<file path="config.mk">
export PLATFORM = sky130hd
export DESIGN_NAME = pcie_irq_ctrl_flat
export DESIGN_NICKNAME = d
export VERILOG_FILES = /design/src/rtl/pcie_irq_pkg.sv /design/src/rtl/pcie_irq_ctrl_if.sv /design/src/rtl/pcie_irq_rr_arb.sv /design/src/rtl/pcie_irq_ctrl.sv /design/src/flat_wrapper.sv
export SDC_FILE = /design/constraint.sdc
export NUM_CORES = 1
export LEC_CHECK = 0
export ABC_CLOCK_PERIOD_IN_PS = 5650
export CAP_MARGIN = 20
export CORE_AREA = 4 4 88 90
export CTS_CLUSTER_DIAMETER = 50
export DETAILED_ROUTE_END_ITERATION = 8
export DIE_AREA = 0 0 92 94
export GPL_ROUTABILITY_DRIVEN = 0
export PLACE_DENSITY_LB_ADDON = 0.08
export SLEW_MARGIN = 10
export SYNTH_ARGS = -nofsm -noshare
export SYNTH_HDL_FRONTEND = slang
export SYNTH_SLANG_ARGS = --single-unit
</file>
<file path="constraint.sdc">
create_clock -name trn_clk_c -period 5.65 [get_ports trn_clk_c]
set_input_delay 0.8475 -clock trn_clk_c [delete_from_list [all_inputs] [get_ports trn_clk_c]]
set_output_delay 0.8475 -clock trn_clk_c [all_outputs]
set_load 0.01 [all_outputs]
</file>
<file path="src/rtl/pcie_irq_pkg.sv">
// ----------------------------------------------------------------------------
// pcie_irq_pkg : shared types and constants for the PCIe interrupt controller
// Rev 1.0
// ----------------------------------------------------------------------------
`default_nettype none

package pcie_irq_pkg;

   localparam int MAX_SRC = 32;
   localparam int VEC_W   = 8;
   localparam int IDX_W   = $clog2(MAX_SRC);

   typedef enum logic [2:0] {
      IDLE       = 3'd0,
      MSI_REQ    = 3'd1,
      HOLDOFF    = 3'd2,
      INTX_ASR   = 3'd3,
      INTX_ON    = 3'd4,
      INTX_DEASR = 3'd5
   } irq_state_t;

   // Vector number is truncated to the number of vectors the host allocated.
   function automatic logic [VEC_W-1:0] msi_vector(input logic [IDX_W-1:0] idx,
                                                   input logic [2:0]       mmen);
      return VEC_W'(idx) & ((VEC_W'(1) << mmen) - VEC_W'(1));
   endfunction

endpackage

`default_nettype wire

</file>
<file path="src/rtl/pcie_irq_ctrl_if.sv">
// ----------------------------------------------------------------------------
// pcie_irq_ctrl_if : cfg_interrupt handshake between controller and PCIe core
// Rev 1.0
// ----------------------------------------------------------------------------
`default_nettype none

interface pcie_irq_ctrl_if;
   import pcie_irq_pkg::*;

   logic             cfg_interrupt_n_o;
   logic             cfg_interrupt_assert_n_o;
   logic [VEC_W-1:0] cfg_interrupt_di_o;
   logic             cfg_interrupt_rdy_n_i;
   logic             cfg_interrupt_msienable_i;
   logic [2:0]       cfg_interrupt_mmenable_i;

   modport master (
      output cfg_interrupt_n_o,
      output cfg_interrupt_assert_n_o,
      output cfg_interrupt_di_o,
      input  cfg_interrupt_rdy_n_i,
      input  cfg_interrupt_msienable_i,
      input  cfg_interrupt_mmenable_i
   );

   modport slave (
      input  cfg_interrupt_n_o,
      input  cfg_interrupt_assert_n_o,
      input  cfg_interrupt_di_o,
      output cfg_interrupt_rdy_n_i,
      output cfg_interrupt_msienable_i,
      output cfg_interrupt_mmenable_i
   );

endinterface

`default_nettype wire

</file>
<file path="src/rtl/pcie_irq_rr_arb.sv">
// ----------------------------------------------------------------------------
// pcie_irq_rr_arb : round-robin search of a request vector starting at ptr
// Rev 1.0
// ----------------------------------------------------------------------------
`default_nettype none

module pcie_irq_rr_arb
   import pcie_irq_pkg::*;
#(
   parameter int N_SRC = 4
) (
   input  logic [N_SRC-1:0] req,
   input  logic [IDX_W-1:0] ptr,
   output logic [IDX_W-1:0] grant,
   output logic             valid
);

   localparam int CW = IDX_W + 1;

   logic [CW-1:0]    cand;
   logic [N_SRC-1:0] shifted;

   // Walk from the farthest offset back to ptr so the nearest request wins.
   always_comb begin
      grant   = '0;
      valid   = 1'b0;
      cand    = '0;
      shifted = '0;
      for (int k = N_SRC - 1; k >= 0; k--) begin
         cand = {1'b0, ptr} + CW'(k);
         if (cand >= CW'(N_SRC)) begin
            cand = cand - CW'(N_SRC);
         end
         shifted = req >> cand;
         if (shifted[0]) begin
            grant = cand[IDX_W-1:0];
            valid = 1'b1;
         end
      end
   end

endmodule

`default_nettype wire

</file>
<file path="src/rtl/pcie_irq_ctrl.sv">
// ----------------------------------------------------------------------------
// pcie_irq_ctrl : pending-bit collector driving MSI or legacy INTx signalling
// Rev 1.0
// ----------------------------------------------------------------------------
`default_nettype none

module pcie_irq_ctrl
   import pcie_irq_pkg::*;
#(
   parameter int N_SRC  = 4,
   parameter int HOLD_W = 16
) (
   input  logic              trn_clk_c,
   input  logic              pio_reset_n,
   pcie_irq_ctrl_if.master   cfg,
   input  logic [N_SRC-1:0]  irq_src_i,
   input  logic [N_SRC-1:0]  irq_mask_i,
   input  logic [N_SRC-1:0]  irq_ack_i,
   input  logic [HOLD_W-1:0] holdoff_i,
   input  logic              intx_disable_i,
   output logic [N_SRC-1:0]  irq_pending_o,
   output logic [15:0]       msi_sent_cnt_o
);

   irq_state_t        state;
   logic [IDX_W-1:0]  rr_ptr;
   logic [IDX_W-1:0]  winner;
   logic [HOLD_W-1:0] hold_cnt;
   logic [N_SRC-1:0]  pending;
   logic [N_SRC-1:0]  eligible;
   logic [N_SRC-1:0]  clr;
   logic [IDX_W-1:0]  grant;
   logic              grant_vld;
   logic              msi_accept;
   logic              int_n;
   logic              assert_n;
   logic [VEC_W-1:0]  di;
   logic [15:0]       sent_cnt;

   assign eligible   = pending & ~irq_mask_i;
   assign msi_accept = (state == MSI_REQ) && !cfg.cfg_interrupt_rdy_n_i;

   always_comb begin
      clr = irq_ack_i;
      if (msi_accept) begin
         clr = clr | (N_SRC'(1) << winner);
      end
   end

   pcie_irq_rr_arb #(
      .N_SRC (N_SRC)
   ) u_arb (
      .req   (eligible),
      .ptr   (rr_ptr),
      .grant (grant),
      .valid (grant_vld)
   );

   // A new event in the same cycle as a clear keeps the bit set.
   always_ff @(posedge trn_clk_c or negedge pio_reset_n) begin
      if (!pio_reset_n) begin
         pending <= '0;
      end else begin
         pending <= (pending & ~clr) | irq_src_i;
      end
   end

   always_ff @(posedge trn_clk_c or negedge pio_reset_n) begin
      if (!pio_reset_n) begin
         state    <= IDLE;
         int_n    <= 1'b1;
         assert_n <= 1'b1;
         di       <= '0;
         winner   <= '0;
         rr_ptr   <= '0;
         hold_cnt <= '0;
         sent_cnt <= '0;
      end else begin
         case (state)
            IDLE: begin
               if (grant_vld && cfg.cfg_interrupt_msienable_i) begin
                  winner <= grant;
                  di     <= msi_vector(grant, cfg.cfg_interrupt_mmenable_i);
                  int_n  <= 1'b0;
                  state  <= MSI_REQ;
               end else if (grant_vld && !intx_disable_i) begin
                  int_n    <= 1'b0;
                  assert_n <= 1'b0;
                  state    <= INTX_ASR;
               end
            end
            MSI_REQ: begin
               if (!cfg.cfg_interrupt_rdy_n_i) begin
                  int_n    <= 1'b1;
                  sent_cnt <= sent_cnt + 16'd1;
                  rr_ptr   <= (winner == IDX_W'(N_SRC - 1)) ? '0 : winner + IDX_W'(1);
                  if (holdoff_i == '0) begin
                     state <= IDLE;
                  end else begin
                     hold_cnt <= holdoff_i;
                     state    <= HOLDOFF;
                  end
               end
            end
            HOLDOFF: begin
               if (hold_cnt <= HOLD_W'(1)) begin
                  hold_cnt <= '0;
                  state    <= IDLE;
               end else begin
                  hold_cnt <= hold_cnt - HOLD_W'(1);
               end
            end
            INTX_ASR: begin
               if (!cfg.cfg_interrupt_rdy_n_i) begin
                  int_n    <= 1'b1;
                  assert_n <= 1'b1;
                  state    <= INTX_ON;
               end
            end
            INTX_ON: begin
               if ((eligible == '0) || cfg.cfg_interrupt_msienable_i || intx_disable_i) begin
                  int_n <= 1'b0;
                  state <= INTX_DEASR;
               end
            end
            INTX_DEASR: begin
               if (!cfg.cfg_interrupt_rdy_n_i) begin
                  int_n <= 1'b1;
                  state <= IDLE;
               end
            end
            default: begin
               int_n    <= 1'b1;
               assert_n <= 1'b1;
               state    <= IDLE;
            end
         endcase
      end
   end

   assign cfg.cfg_interrupt_n_o        = int_n;
   assign cfg.cfg_interrupt_assert_n_o = assert_n;
   assign cfg.cfg_interrupt_di_o       = di;
   assign irq_pending_o                = pending;
   assign msi_sent_cnt_o               = sent_cnt;

endmodule

`default_nettype wire

</file>
<file path="src/flat_wrapper.sv">
// flat-port wrapper written by rule: the top's interface ports become plain ports
module pcie_irq_ctrl_flat import pcie_irq_pkg::*;
#(
   parameter int N_SRC  = 4,
   parameter int HOLD_W = 16
)
  (trn_clk_c, pio_reset_n, irq_src_i, irq_mask_i, irq_ack_i, holdoff_i, intx_disable_i, irq_pending_o, msi_sent_cnt_o, cfg_cfg_interrupt_n_o, cfg_cfg_interrupt_assert_n_o, cfg_cfg_interrupt_di_o, cfg_cfg_interrupt_rdy_n_i, cfg_cfg_interrupt_msienable_i, cfg_cfg_interrupt_mmenable_i);
  pcie_irq_ctrl_if cfg_i ();
  input  logic trn_clk_c;
  input  logic pio_reset_n;
  input  logic [N_SRC-1:0] irq_src_i;
  input  logic [N_SRC-1:0] irq_mask_i;
  input  logic [N_SRC-1:0] irq_ack_i;
  input  logic [HOLD_W-1:0] holdoff_i;
  input  logic intx_disable_i;
  output logic [N_SRC-1:0] irq_pending_o;
  output logic [15:0] msi_sent_cnt_o;
  output wire logic [$bits(cfg_i.cfg_interrupt_n_o)-1:0] cfg_cfg_interrupt_n_o;
  output wire logic [$bits(cfg_i.cfg_interrupt_assert_n_o)-1:0] cfg_cfg_interrupt_assert_n_o;
  output wire logic [$bits(cfg_i.cfg_interrupt_di_o)-1:0] cfg_cfg_interrupt_di_o;
  input wire logic [$bits(cfg_i.cfg_interrupt_rdy_n_i)-1:0] cfg_cfg_interrupt_rdy_n_i;
  input wire logic [$bits(cfg_i.cfg_interrupt_msienable_i)-1:0] cfg_cfg_interrupt_msienable_i;
  input wire logic [$bits(cfg_i.cfg_interrupt_mmenable_i)-1:0] cfg_cfg_interrupt_mmenable_i;
  assign cfg_cfg_interrupt_n_o = cfg_i.cfg_interrupt_n_o;
  assign cfg_cfg_interrupt_assert_n_o = cfg_i.cfg_interrupt_assert_n_o;
  assign cfg_cfg_interrupt_di_o = cfg_i.cfg_interrupt_di_o;
  assign cfg_i.cfg_interrupt_rdy_n_i = cfg_cfg_interrupt_rdy_n_i;
  assign cfg_i.cfg_interrupt_msienable_i = cfg_cfg_interrupt_msienable_i;
  assign cfg_i.cfg_interrupt_mmenable_i = cfg_cfg_interrupt_mmenable_i;
  pcie_irq_ctrl #(.N_SRC(N_SRC), .HOLD_W(HOLD_W)) u_core (.trn_clk_c(trn_clk_c), .pio_reset_n(pio_reset_n), .cfg(cfg_i), .irq_src_i(irq_src_i), .irq_mask_i(irq_mask_i), .irq_ack_i(irq_ack_i), .holdoff_i(holdoff_i), .intx_disable_i(intx_disable_i), .irq_pending_o(irq_pending_o), .msi_sent_cnt_o(msi_sent_cnt_o));
endmodule
</file>
# After elaboration in Yosys (flattened, before gate mapping)
# Cells that the tools add are included.
[totals]
ff_bits = 59
inputBits = 36
out_inout_bits = 30
wordCells = 110
[classes]
n_addsub = 11
magnitude_cmp = 5
eq_ne = 16
shift = 6
muxes = 34
bitwise_logic = 10
n_reduce_logical = 19
[op_table]
columns = ["operator", "count"]
rows = [
  ["16-bit two-way mux", 3],
  ["16-bit case mux with 2 select lines", 1],
  ["5-bit two-way mux", 5],
  ["6-bit two-way mux", 4],
  ["4-bit by 6-bit right shift with 1-bit output", 4],
  ["3-bit two-way mux", 7],
  ["6-bit by 3-bit >= comparator with 1-bit output (second input constant)", 3],
  ["3-bit case mux with 6 select lines", 1],
  ["6-bit by 3-bit subtractor with 6-bit output (second input constant)", 3],
  ["16-bit by 1-bit adder with 16-bit output (second input constant)", 1],
  ["16-bit by 1-bit less-or-equal comparator with 1-bit output (second input constant)", 1],
  ["16-bit zero test", 1],
  ["16-bit by 1-bit subtractor with 16-bit output (second input constant)", 1],
  ["5-bit by 2-bit adder with 6-bit output (second input constant)", 2],
  ["2-bit != test (second input constant)", 6],
  ["1-bit two-way mux", 9],
  ["4-bit AND", 2],
  ["5-bit by 8-bit AND with 8-bit output", 1],
  ["4-bit NOT", 2],
  ["4-bit bitwise OR", 2],
  ["4-bit AND reduction", 2],
  ["1-bit by 3-bit left shift with 8-bit output (first input constant)", 1],
  ["8-bit by 1-bit subtractor with 8-bit output (second input constant)", 1],
  ["5-bit by 1-bit adder with 6-bit output (second input constant)", 1],
  ["26 further kinds", 37],
]

# Longest topological paths before layout
# Gate-level depths: netlist (run 1).
[logic_depth]
depth_word = 12
depth_mapped = 13
depth_no_buf = 12

# By module
# From an unflattened synthesis (run 1), not the netlist that was laid out.
[unflattened]
cells_unflattened = 404
hier_area_um2 = 3789.9
[modules_own_cells]
columns = ["module", "n_inst", "cells_per_inst", "area_per_inst_um2", "seq_area_each_um2"]
rows = [
  ["pcie_irq_ctrl", 1, 308, 2961.6, 1403.8],
  ["pcie_irq_rr_arb", 1, 96, 828.3, 0.0],
]

# Worst setup path before layout (run 1)
# No wires, ideal clock.
[synth_path]
kind = "register -> register"
from = "register u_core.rr_ptr[1]"
to = "register u_core.di[2], in the netlist u_core.cfg.cfg_interrupt_di_o[2]"
setup_time_ns = 0.117
t_arrival_ns = 2.621
required_time_ns = 5.533
slack_ns = 2.912
path_stages_with_launch = 12
path_buffers = 1
period_less_slack_ns = 2.738
path_cell_list = "dfrtp_1 > ha_1 > xnor2_2 > inv_1 > ha_1 > nor4bb_1 > a31oi_1 > a2bb2oi_1 > nand3_1 > a311o_2 > buf_6 > and2_4"
[synth_via]
elab_chain_len = 10
elab_cells_between_ends = 30
classes_between = "7 x add/sub; 4 x order compare; 4 x shift; 12 x mux; 1 x bitwise; 2 x reduce/logical"
[synth_rtl]
columns = ["item", "line", "rtl"]
rows = [
  ["start, declared", "pcie_irq_ctrl.sv:26", "logic [IDX_W-1:0] rr_ptr;"],
  ["start signal, assigned", "pcie_irq_ctrl.sv:96", "rr_ptr <= (winner == IDX_W'(N_SRC - 1)) ? '0 : winner + IDX_W'(1);"],
  ["5-bit by 2-bit adder with 6-bit output", "pcie_irq_rr_arb.sv:30", "cand = {1'b0, ptr} + CW'(k);"],
  ["6-bit by 3-bit subtractor with 6-bit output / 6-bit by 3-bit >= comparator with 1-bit output (equally long branches)", "pcie_irq_rr_arb.sv:32, pcie_irq_rr_arb.sv:31", ""],
  ["6-bit two-way mux", "pcie_irq_rr_arb.sv:31", "if (cand >= CW'(N_SRC)) begin"],
  ["4-bit by 6-bit right shift with 1-bit output", "pcie_irq_rr_arb.sv:34", "shifted = req >> cand;"],
  ["1-bit two-way mux (4 in series)", "pcie_irq_rr_arb.sv:35", "if (shifted[0]) begin"],
  ["1-bit logical AND", "pcie_irq_ctrl.sv:81", "if (grant_vld && cfg.cfg_interrupt_msienable_i) begin"],
  ["2-bit AND reduction (no line)", "-", ""],
  ["end signal, assigned", "pcie_irq_ctrl.sv:83", "di <= msi_vector(grant, cfg.cfg_interrupt_mmenable_i);"],
  ["end, declared", "pcie_irq_ctrl.sv:37", "logic [VEC_W-1:0] di;"],
]
# Parallel ways exist; a longest one is shown, timed or not.
# A chain may end at the register's enable or synchronous reset.

# Worst setup path after layout (run 1)
[layout_path]
from = "register u_core.rr_ptr[2]"
to = "register u_core.di[0], in the netlist u_core.cfg.cfg_interrupt_di_o[0]"
# The elaborated chain is that of the path after synthesis.

==> out/results.tsv, run 1 <==
stage	metric	value	unit
drt	# DRC	0	
timing	RSZ-0062 raised after global routing	no	
synth	sequential share of the synthesized area	37.8	%
drt	Iteration-0 DRC Markers	186	
drt	routed length per instance	15.7	um
setup_path	CP Class	flop to flop	
timing	Setup TNS	0	ns
synth	Synth Warn #	0	
grt	largest net degree at the start of global routing	57	
floorplan	Core Box Area	7060	um^2
drt	Post-DRT Antenna Nets	0	
synth	Synth Instances	403	
drt	final WL	8790	um
clock_network	CTS HTree Levels	2	
clock_network	clk root buf	clkbuf_8	
clock_network	TritonCTS Buffers	5	
grt	GR Overflow Total	0	
finish	layout cells sized above 1	10.2	%
grt	first-pass GRT wire length	14700	um
synth	most frequent cell after synthesis	dfrtp_1	
timing	Final Cycle Share	57.8	%
worst_hold_path	Worst Hold Class	flop to flop	
clock_network	cts repair resizes	0	
setup_path	CP dominant cell by count	ha_1	
synth	Post-synth EDFFs	0	
timing	Hold Fails Final Rpt	0	
synth	leading area contributor after synthesis	dfrtp_1	
timing	Layout Skew	0.0116	ns
synth	ys flop type	dfrtp_1	
clock_network	post-CTS setup buffers	0	
drt	DR pass1 iterations	4	
placed_design	setup slack at placement	2.43	ns
power	PwrDens	501	nW/um^2
floorplan	Die Footprint	8650	um^2
clock_network	Worst-Skew Late Latency	0.31	ns
placed_design	PortBufs	62	
synth	most frequent cells after synthesis	dfrtp_1 (54), nand2_1 (34), nor2_1 (33)	
placed_design	Detailed Place HPWL	6510	um
floorplan	die height	94	um
setup_path	Max stage delay on crit path	0.71	ns
clock_network	cts hold-fix bufs	0	
setup_path	CP arrival	3.49	ns
synth	Avg Inst Size Synth	9.22	um^2
grt	gr usage total	20.6	%
timing	WHS	0.477	ns
timing	Rel. slew slack	36.7	%
flow_run	# Max-Cap Violations	0	
setup_path	critical-path cell list	ha_1, nand2_1, xnor2_1, inv_1, ha_1, nor4bb_1, a31oi_1, a2bb2oi_1, nand3_1, a311o_2, o31ai_1	
floorplan	initial core utilization	52.6	%
setup_path	CP max-delay cell	dfrtp_1	
timing	fin crit period	3.26	ns
timing	Final Setup Violations	0	
clock_network	clock-pin slew of the registers on the worst-case setup and hold paths	0.11	ns
floorplan	FP Rows	31	
setup_path	critical path fanouts, max	15	
grt	vias in the first global route	3189	
setup_path	critical path capture point type	flop	
setup_path	kind of start point of the critical path	flop	
floorplan	I/O pin cnt	66	
drt	via/cell ratio	5.72	
power	Design Power	0.00226	W
timing	Final WS setup	2.39	ns
clock_network	CTS Buffer Depth	2	
synth	post-synthesis async set-or-reset flop share	100	%
finish	nets	518	
synth	Yosys cell types	71	
timing	Least-Margin Pin Slew	0.937	ns
drt	via count	3204	
synth	cell area after synthesis	3720	um^2
clock_network	CTS tree	built	
finish	Area Growth Syn to Fin	21.2	%
synth	Area contributors post-synth	dfrtp_1 (36%), ha_1 (7.4%), o21ai_0 (4.0%)	
synth	number of synthesized register bits	56	
finish	ant diodes	0	
power	leakage power	1.88	nW
finish	Final Util	63.8	%
setup_path	required time of the critical path	5.88	ns
synth	Synth top area share	36.4	%
outcome	status	complete, no violations	
floorplan	chip width	92	um
timing	max-slew violations	0	
timing	achievable frequency	306	MHz
power	maximum VDD drop	197	uV
grt	antenna violations before repair	0	
clock_network	CTS Sinks	56	
[cells by family (layout without fill, tap and decap cells)]
| family | count (synthesis) | in the layout | synth area share (%) |
|---|---|---|---|
| fa+ha+maj | 22 | 22 | 7.41 |
| compound gates | 102 | 102 | 19.1 |
| buf+inv | 41 | 97 | 5.02 |
| flops | 56 | 56 | 37.8 |
| xor+xnor | 23 | 23 | 5.62 |
| other cells | 1 | 3 | 0.101 |
| simple gates | 148 | 148 | 21.4 |
| mux | 10 | 10 | 3.57 |
[layout make-up]
type | count | area, um^2
sequential | 56 | 1400
tap | 99 | 124
clock buffer | 5 | 68.8
timing repair buffer | 64 | 631
multi-input combinational | 308 | 2130
fill | 622 | 2550
inverter | 25 | 96.3
clock inverter | 3 | 47.5
[where the power goes]
part           internal, W  switching (W)  total (W)
registers         0.000524       0.000199   0.000723
clock network     0.000134       0.000134   0.000268
logic             0.000557       0.000708    0.00126
[final timing paths]
check	startpoint	end	slack, ns	cells past startpoint
worst max-delay path	u_core.rr_ptr[2]	u_core.cfg.cfg_interrupt_di_o[0]	2.39	11
worst min-delay path	u_core.msi_sent_cnt_o[15]	u_core.msi_sent_cnt_o[15]	0.48	1
worst max register to register	u_core.rr_ptr[2]	u_core.cfg.cfg_interrupt_di_o[0]	2.39	11
worst min register to register	u_core.msi_sent_cnt_o[15]	u_core.msi_sent_cnt_o[15]	0.48	1
max in group asynchronous	pio_reset_n	u_core.rr_ptr[4]	4.49	2
min in group asynchronous	pio_reset_n	u_core.state[0]	0.66	2
[per-layer routing]
layer | wire length, um | GRT usage [%] | vias up | share of wire, %
li1 | - | - | 1577 | -
met1 | 3990 | 26.2 | 1532 | 45
met2 | 4370 | 36.3 | 87 | 50
met3 | 329 | 3.45 | 8 | 3.7
met4 | 95 | 5.45 | 0 | 1.1
met5 | 0 | 0 | - | 0
[flip-flops by register name, summed over array words and instances, names as in the netlist]
name and flops:
u_core.cfg.cfg_interrupt_di_o 5, u_core.state 3, u_core.winner 5, u_core.msi_sent_cnt_o 16, u_core.rr_ptr 5, u_core.hold_cnt 16, u_core.irq_pending_o 4, u_core.cfg.cfg_interrupt_assert_n_o 1
u_core.cfg.cfg_interrupt_n_o 1
[worst max-delay path: cells and delay by family (launching register included)]
family,cells,cell delay (ns)
simple gates,3,0.53
buf+inv,1,0.09
flops,1,0.71
fa+ha+maj,2,0.60
xor+xnor,1,0.23
compound gates,4,1.03
[per-stage QoR]
step	area, um^2	cells
final	4500	560
after global routing	4500	560
after global placement	4390	552
after CTS	4500	560
after floorplan	3720	405
after detailed placement	4390	552
[cell usage in the layout (no fill, tap or decap), drive strengths merged, types with 4 or more instances in the layout]
master / Yosys / final
mux2i: 5 / 5
a31o: 5 / 5
nand2b: 4 / 4
and2: 6 / 6
inv: 25 / 25
nand3: 11 / 11
nor2b: 5 / 5
a21oi: 17 / 17
o21ai: 35 / 35
and3: 5 / 5
xor2: 6 / 6
a31oi: 4 / 4
clkbuf: 5 / 5
nand4: 9 / 9
a32oi: 9 / 9
nor2: 34 / 34
xnor2: 17 / 17
nor4: 11 / 11
nor3: 15 / 15
nand2: 34 / 34
a22oi: 6 / 6
dfrtp: 54 / 54
and2b: 4 / 4
ha: 22 / 22
clkdlybuf4s50: 0 / 61
No activity file was read; power rests on OpenSTA's default activity.
==> run 2: changes to the inputs <==
Settings changed: ABC_CLOCK_PERIOD_IN_PS 5650 to 3100, CORE_AREA 4 4 88 90 to 4 4 89 91, DIE_AREA 0 0 92 94 to 0 0 93 95.
Clock period 5.65 ns to 3.1 ns, I/O delays scaled along.
==> run 2 against run 1 <==
- global-route usage fell by 0.54 points
- wire length rose by 0.51%
- fmax rose by 12%
- critical path depth did not move
- clock-buffer cell count rose by 1
- first-iteration DRC count fell by 7.5%
- critical endpoint is now u_core.cfg.cfg_interrupt_di_o[1]
- cell count rose by 1.6%
- largest cell class unchanged
- register-to-register slack got worse by 2.2 ns
==> out/results.tsv, run 2 (synthesis gave the netlist of run 1 again) <==
stage	metric	value	unit	change
outcome	status	complete, no violations		
clock_network	CTS tree	built		
setup_path	critical-path cell list	ha_1, nand2_1, xnor2_1, inv_1, ha_1, nor4b_1, a31oi_1, o211ai_1, nand3_2, a311o_2, o31ai_1		
power	leakage power	1.90	nW	+1.2%
grt	largest net degree at the start of global routing	42		-26%
clock_network	CTS Buffer Depth	2		unchanged
finish	ant diodes	0		unchanged
grt	GR Overflow Total	0		unchanged
finish	Area Growth Syn to Fin	22.8	%	
drt	Iteration-0 DRC Markers	172		-7.5%
clock_network	CTS Sinks	56		unchanged
drt	final WL	8830	um	+0.51%
setup_path	CP dominant cell by count	ha_1		
timing	max-slew violations	0		unchanged
drt	# DRC	0		unchanged
placed_design	PortBufs	62		unchanged
setup_path	CP max-delay cell	a311o_2		
timing	achievable frequency	342	MHz	+12%
timing	Final Cycle Share	94.3	%	+37 points
finish	final instance area	4560	um^2	+1.3%
floorplan	Die Footprint	8840	um^2	+2.2%
setup_path	R2R Path Start	u_core.rr_ptr[1]		
clock_network	clock-pin slew of the registers on the worst-case setup and hold paths	0.10	ns	about the same
floorplan	Core Box Area	7140	um^2	+1.1%
floorplan	FP Rows	31		unchanged
clock_network	Worst-Skew Late Latency	0.31	ns	about the same
finish	nets	527		+1.7%
grt	global route hottest layer	met2		
clock_network	clk root buf	clkbuf_8		
timing	RSZ-0062 raised after global routing	no		
setup_path	CP top delay family	compound AO/OA/AOI/OAI gates		
timing	Final Setup Violations	0		unchanged
setup_path	CP arrival	3.14	ns	-0.35 ns
timing	Rel. slew slack	36.7	%	about the same
drt	Post-DRT Antenna Nets	0		unchanged
power	PwrDens	908	nW/um^2	+81%
drt	via count	3294		+2.8%
setup_path	Max stage delay on crit path	0.50	ns	-0.21 ns
drt	via/cell ratio	5.79		+1.2%
placed_design	placed inst area	4440	um^2	+1.2%
power	maximum VDD drop	489	uV	+150%
finish	commonest non-fill, non-tap cell in the layout	clkdlybuf4s50_1		
grt	met1 Use GR	26.0	%	-0.27 points
floorplan	die height	95	um	+1.1%
timing	Least-Margin Pin Slew	0.950	ns	+0.0122 ns
setup_path	CP Buf/Inv Count	1		unchanged
finish	layout cells sized above 1	12.6	%	+2.4 points
finish	Cell Count, Final, Fillers Out	569		+1.6%
clock_network	TritonCTS Buffers	5		unchanged
floorplan	chip width	93	um	+1.1%
setup_path	critical path fanouts, max	7		-8
finish	most frequent cells in the layout	clkdlybuf4s50_1 (61), dfrtp_1 (52), nand2_1 (34), nor2_1 (33), o21ai_0 (29)		
power	Design Power	0.00415	W	+84%
clock_network	CTS HTree Levels	2		unchanged
placed_design	Inst Count DP	559		+1.3%
drt	DR pass1 iterations	4		unchanged
setup_path	reg2reg setup slack	0.18	ns	-2.21 ns
grt	antenna violations before repair	0		unchanged
worst_hold_path	Worst Hold Class	primary input to asynchronous set/reset pin		
timing	Setup TNS	0	ns	unchanged
grt	GR met2 Demand/Resource	35.0	%	-1.2 points
grt	vias in the first global route	3107		-2.6%
grt	gr usage total	20.1	%	-0.54 points
setup_path	required time of the critical path	3.32	ns	-2.56 ns
flow_run	# Max-Cap Violations	0		unchanged
floorplan	initial core utilization	52.1	%	-0.57 points
placed_design	Detailed Place HPWL	6620	um	+1.8%
setup_path	kind of start point of the critical path	flop		
setup_path	critical path capture point type	flop		
floorplan	I/O pin cnt	66		unchanged
drt	routed length per instance	15.5	um	-1.1%
grt	GR Layer Usage met3	3.03	%	-0.42 points
setup_path	CP Class	flop to flop		
grt	first-pass GRT wire length	14400	um	-1.6%
timing	fin crit period	2.92	ns	-0.341 ns
setup_path	CP startpoint	u_core.rr_ptr[1]		
timing	Layout Skew	0.0112	ns	-0.000400 ns
timing	Hold Fails Final Rpt	0		unchanged
[run 2: worst paths after layout]
path	end	cells past startpoint
setup / recovery	u_core.cfg.cfg_interrupt_di_o[1]	11
hold / removal	u_core.cfg.cfg_interrupt_di_o[3]	1
setup reg to reg	u_core.cfg.cfg_interrupt_di_o[1]	11
hold reg to reg	u_core.msi_sent_cnt_o[15]	1
max in group asynchronous	u_core.msi_sent_cnt_o[2]	2
min in group trn_clk_c	u_core.msi_sent_cnt_o[15]	1
[run 2: per-stage QoR]
stage	worst slack (ns)	util, %	hold WS [ns]
after floorplan	0.362	-	0.169
after global placement	0.234	62.2	0.457
after detailed placement	0.132	62.2	0.463
after CTS	0.112	63.5	0.328
after global routing	0.0153	63.9	0.356
final	0.178	63.9	0.299
[run 2: per-layer routing]
layer / share of wire [%] / routed length (um) / vias to the layer above
met5: 0 / 0 / -
met4: 0.85 / 75 / 0
met3: 4.1 / 361 / 6
met2: 50 / 4420 / 84
met1: 45 / 3970 / 1603
li1: - / - / 1601
[run 2: power breakdown]
| part | leakage, nW | switching (W) | internal, W |
|---|---|---|---|
| clock network | 0.0418 | 0.000241 | 0.000163 |
| logic | 1.16 | 0.00139 | 0.00109 |
| registers | 0.706 | 0.000302 | 0.000959 |
[run 2: cell type report]
| type | instances | area, um^2 |
|---|---|---|
| clock buffer | 6 | 72.6 |
| fill | 632 | 2570 |
| sequential | 56 | 1410 |
| multi-input combinational | 309 | 2160 |
| tap | 99 | 124 |
| timing repair buffer | 72 | 691 |
| clock inverter | 2 | 16.3 |
| inverter | 25 | 96.3 |
[run 2: worst reg2reg max path: cells and delay by family, from the launching register on]
family | cells | cell delay (ns)
AO/OA/AOI/OAI | 4 | 0.98
XOR/XNOR | 1 | 0.15
adder cells (fa/ha/maj) | 2 | 0.57
buffers and inverters | 1 | 0.09
flip-flops | 1 | 0.45
AND/OR/NAND/NOR | 3 | 0.60
[run 2: repair_timing]
action / 4_1_cts / 5_1_grt
hold buffers: 0 / 0
gates resized for setup: 0 / 5
endpoints found under the setup margin: 0 / 13
buffers inserted: 0 / 1
==> run 3: changes to the inputs <==
Settings changed: HOLD_SLACK_MARGIN from default to 0.08, REMOVE_ABC_BUFFERS from default to 1.
==> run 3 against run 2 <==
- sequential cell count unchanged
- utilization increased by 0.21 points
- first-iteration DRC count decreased by 11%
- total power increased by 1.9%
- critical path depth unchanged
- critical path type unchanged
- critical endpoint is now u_core.cfg.cfg_interrupt_di_o[0]
==> out/results.tsv, run 3 (synthesis gave the netlist of run 1 again) <==
stage	metric	value	unit	change
outcome	status	complete, no violations		
power	internal power	0.00228	W	+3.1%
finish	most frequent cells in the layout	clkdlybuf4s50_1 (61), dfrtp_1 (53), nand2_1 (34), nor2_1 (33), o21ai_0 (29)		
clock_network	CTS tree	built		
setup_path	CP top delay family	compound AO/OA/AOI/OAI gates		
finish	Area Growth Syn to Fin	23.2	%	
floorplan	chip width	93	um	unchanged
power	sw frac	46.0	%	-0.59 points
timing	achievable frequency	339	MHz	-0.88%
power	PwrDens	923	nW/um^2	+1.6%
drt	via count	3241		-1.6%
timing	Hold Fails Final Rpt	0		unchanged
setup_path	CP dominant cell by count	ha_1		
clock_network	CTS HTree Levels	2		unchanged
power	sequential power share	29.6	%	-0.8 points
clock_network	post-CTS setup buffers	0		unchanged
placed_design	Detailed Place HPWL	6470	um	-2.2%
floorplan	I/O pin cnt	66		unchanged
clock_network	CTS Buffer Depth	2		unchanged
setup_path	CP arrival	3.17	ns	+0.03 ns
setup_path	CP Buf/Inv Count	1		unchanged
grt	antenna violations before repair	0		unchanged
clock_network	TritonCTS Buffers	5		unchanged
timing	max-slew violations	0		unchanged
drt	routed length per instance	15.4	um	-0.97%
drt	Post-DRT Antenna Nets	0		unchanged
setup_path	CP Class	flop to flop		
clock_network	Worst-Skew Late Latency	0.31	ns	about the same
power	maximum VDD drop	452	uV	-7.5%
drt	final WL	8720	um	-1.3%
setup_path	critical-path cell list	ha_1, nand2_1, xnor2_1, inv_1, ha_1, nor4bb_1, a31oi_1, a2bb2oi_2, nand3_2, a311o_2, o31ai_2		
timing	Setup TNS	0	ns	unchanged
grt	first-pass GRT wire length	14300	um	-0.57%
drt	Iteration-0 DRC Markers	153		-11%
timing	Final Cycle Share	95.1	%	+0.84 points
finish	commonest non-fill, non-tap cell in the layout	clkdlybuf4s50_1		
timing	Rel. slew slack	53.0	%	+16 points
finish	Fillers	611		-3.3%
finish	layout cells sized above 1	12.4	%	-0.16 points
setup_path	critical path fanouts, max	7		unchanged
setup_path	CP max-delay cell	a311o_2		
timing	fin crit period	2.95	ns	+0.0259 ns
grt	gr usage total	19.8	%	-0.26 points
timing	Final Setup Violations	0		unchanged
placed_design	setup slack at placement	0.0775	ns	-0.0542 ns
drt	# DRC	0		unchanged
setup_path	CP startpoint	u_core.rr_ptr[1]		
clock_network	clock-pin slew of the registers on the worst-case setup and hold paths	0.11	ns	about the same
power	clock group share of total power	11.6	%	+1.9 points
setup_path	Max stage delay on crit path	0.51	ns	about the same
finish	nets	525		-0.38%
floorplan	Die Footprint	8840	um^2	unchanged
floorplan	Core Box Area	7140	um^2	unchanged
floorplan	initial core utilization	52.1	%	unchanged
clock_network	clk root buf	clkbuf_8		
power	Comb pwr share	58.8	%	-1.0 points
grt	largest net degree at the start of global routing	57		+36%
floorplan	die height	95	um	unchanged
placed_design	PortBufs	62		unchanged
power	leakage power	1.91	nW	+0.56%
worst_hold_path	Worst Hold Class	primary input to asynchronous set/reset pin		
grt	GR Overflow Total	0		unchanged
timing	Layout Skew	0.0149	ns	+0.00364 ns
timing	Least-Margin Pin Slew	0.705	ns	-0.245 ns
setup_path	required time of the critical path	3.32	ns	about the same
power	P_sw	0.00194	W	+0.64%
setup_path	R2R Path Start	u_core.rr_ptr[1]		
setup_path	kind of start point of the critical path	flop		
finish	ant diodes	0		unchanged
drt	DR pass1 iterations	4		unchanged
setup_path	critical path capture point type	flop		
clock_network	CTS Sinks	56		unchanged
timing	Final WS setup	0.152	ns	-0.0259 ns
floorplan	FP Rows	31		unchanged
grt	vias in the first global route	3132		+0.80%
flow_run	# Max-Cap Violations	0		unchanged
drt	via/cell ratio	5.72		-1.3%
==> run 3: timing repair <==
item | in CTS | in global routing
resized for setup | 0 | 5
endpoints found under the setup margin | 0 | 13
hold buffers | 0 | 0
==> run 3: final timing paths <==
kind,slack (ns),to,depth (start not counted)
worst max-delay path,0.15,u_core.cfg.cfg_interrupt_di_o[0],11
worst max register to register,0.15,u_core.cfg.cfg_interrupt_di_o[0],11
worst min register to register,0.47,u_core.msi_sent_cnt_o[15],1
max in group asynchronous,2.31,u_core.rr_ptr[1],2
min in group trn_clk_c,0.47,u_core.msi_sent_cnt_o[15],1
worst min-delay path,0.27,u_core.hold_cnt[4],2
==> run 3: power by group through the flow <==
stage / sequential [W] / combinational (W) / clock, W
after floorplan: 0.00126 / 0.00169 / 0
after global placement: 0.00126 / 0.00234 / 0
after detailed placement: 0.00126 / 0.00242 / 0
after CTS: 0.00124 / 0.00242 / 0.000506
after global routing: 0.00130 / 0.00279 / 0.000536
final: 0.00125 / 0.00249 / 0.000489
==> run 3: area by class of cell <==
cell class,count,area (um^2),area share [%]
Clock buffer,5,68.8,1.50
Tap cell,99,124,2.71
Sequential cell,56,1410,30.7
Clock inverter,3,46.3,1.01
Multi-Input combinational cell,309,2160,47.2
Timing Repair Buffer,70,676,14.8
Inverter,25,96.3,2.10
==> run 3: stage by stage <==
step	utilization [%]	instances	total power, W	hold WS [ns]	instance area (um^2)
floorplan	-	389	0.00295	0.169	3630
global placement	62.1	558	0.00360	0.455	4430
detailed placement	62.1	558	0.00368	0.463	4430
CTS	63.7	566	0.00417	0.313	4550
global route	64.1	567	0.00462	0.331	4580
finish	64.1	567	0.00423	0.269	4580
==> run 3: worst reg2reg max path, cell delays in order, from the launching register on <==
cell and delay (ns):
dfrtp_2 0.47, ha_1 0.23, nand2_1 0.08, xnor2_1 0.13, inv_1 0.09, ha_1 0.34, nor4bb_1 0.31, a31oi_1 0.10
a2bb2oi_2 0.21, nand3_2 0.16, a311o_2 0.51, o31ai_2 0.24
==> run 3: routing by layer <==
| metal | GRT usage, % | wire (um) | vias up | share of wire, % |
|---|---|---|---|---|
| met5 | 0 | 0 | - | 0 |
| met4 | 4.64 | 71 | 0 | 0.81 |
| met3 | 4.62 | 522 | 6 | 6.0 |
| met2 | 32.3 | 4040 | 90 | 46 |
| met1 | 26.8 | 4080 | 1545 | 47 |
| li1 | - | - | 1600 | - |
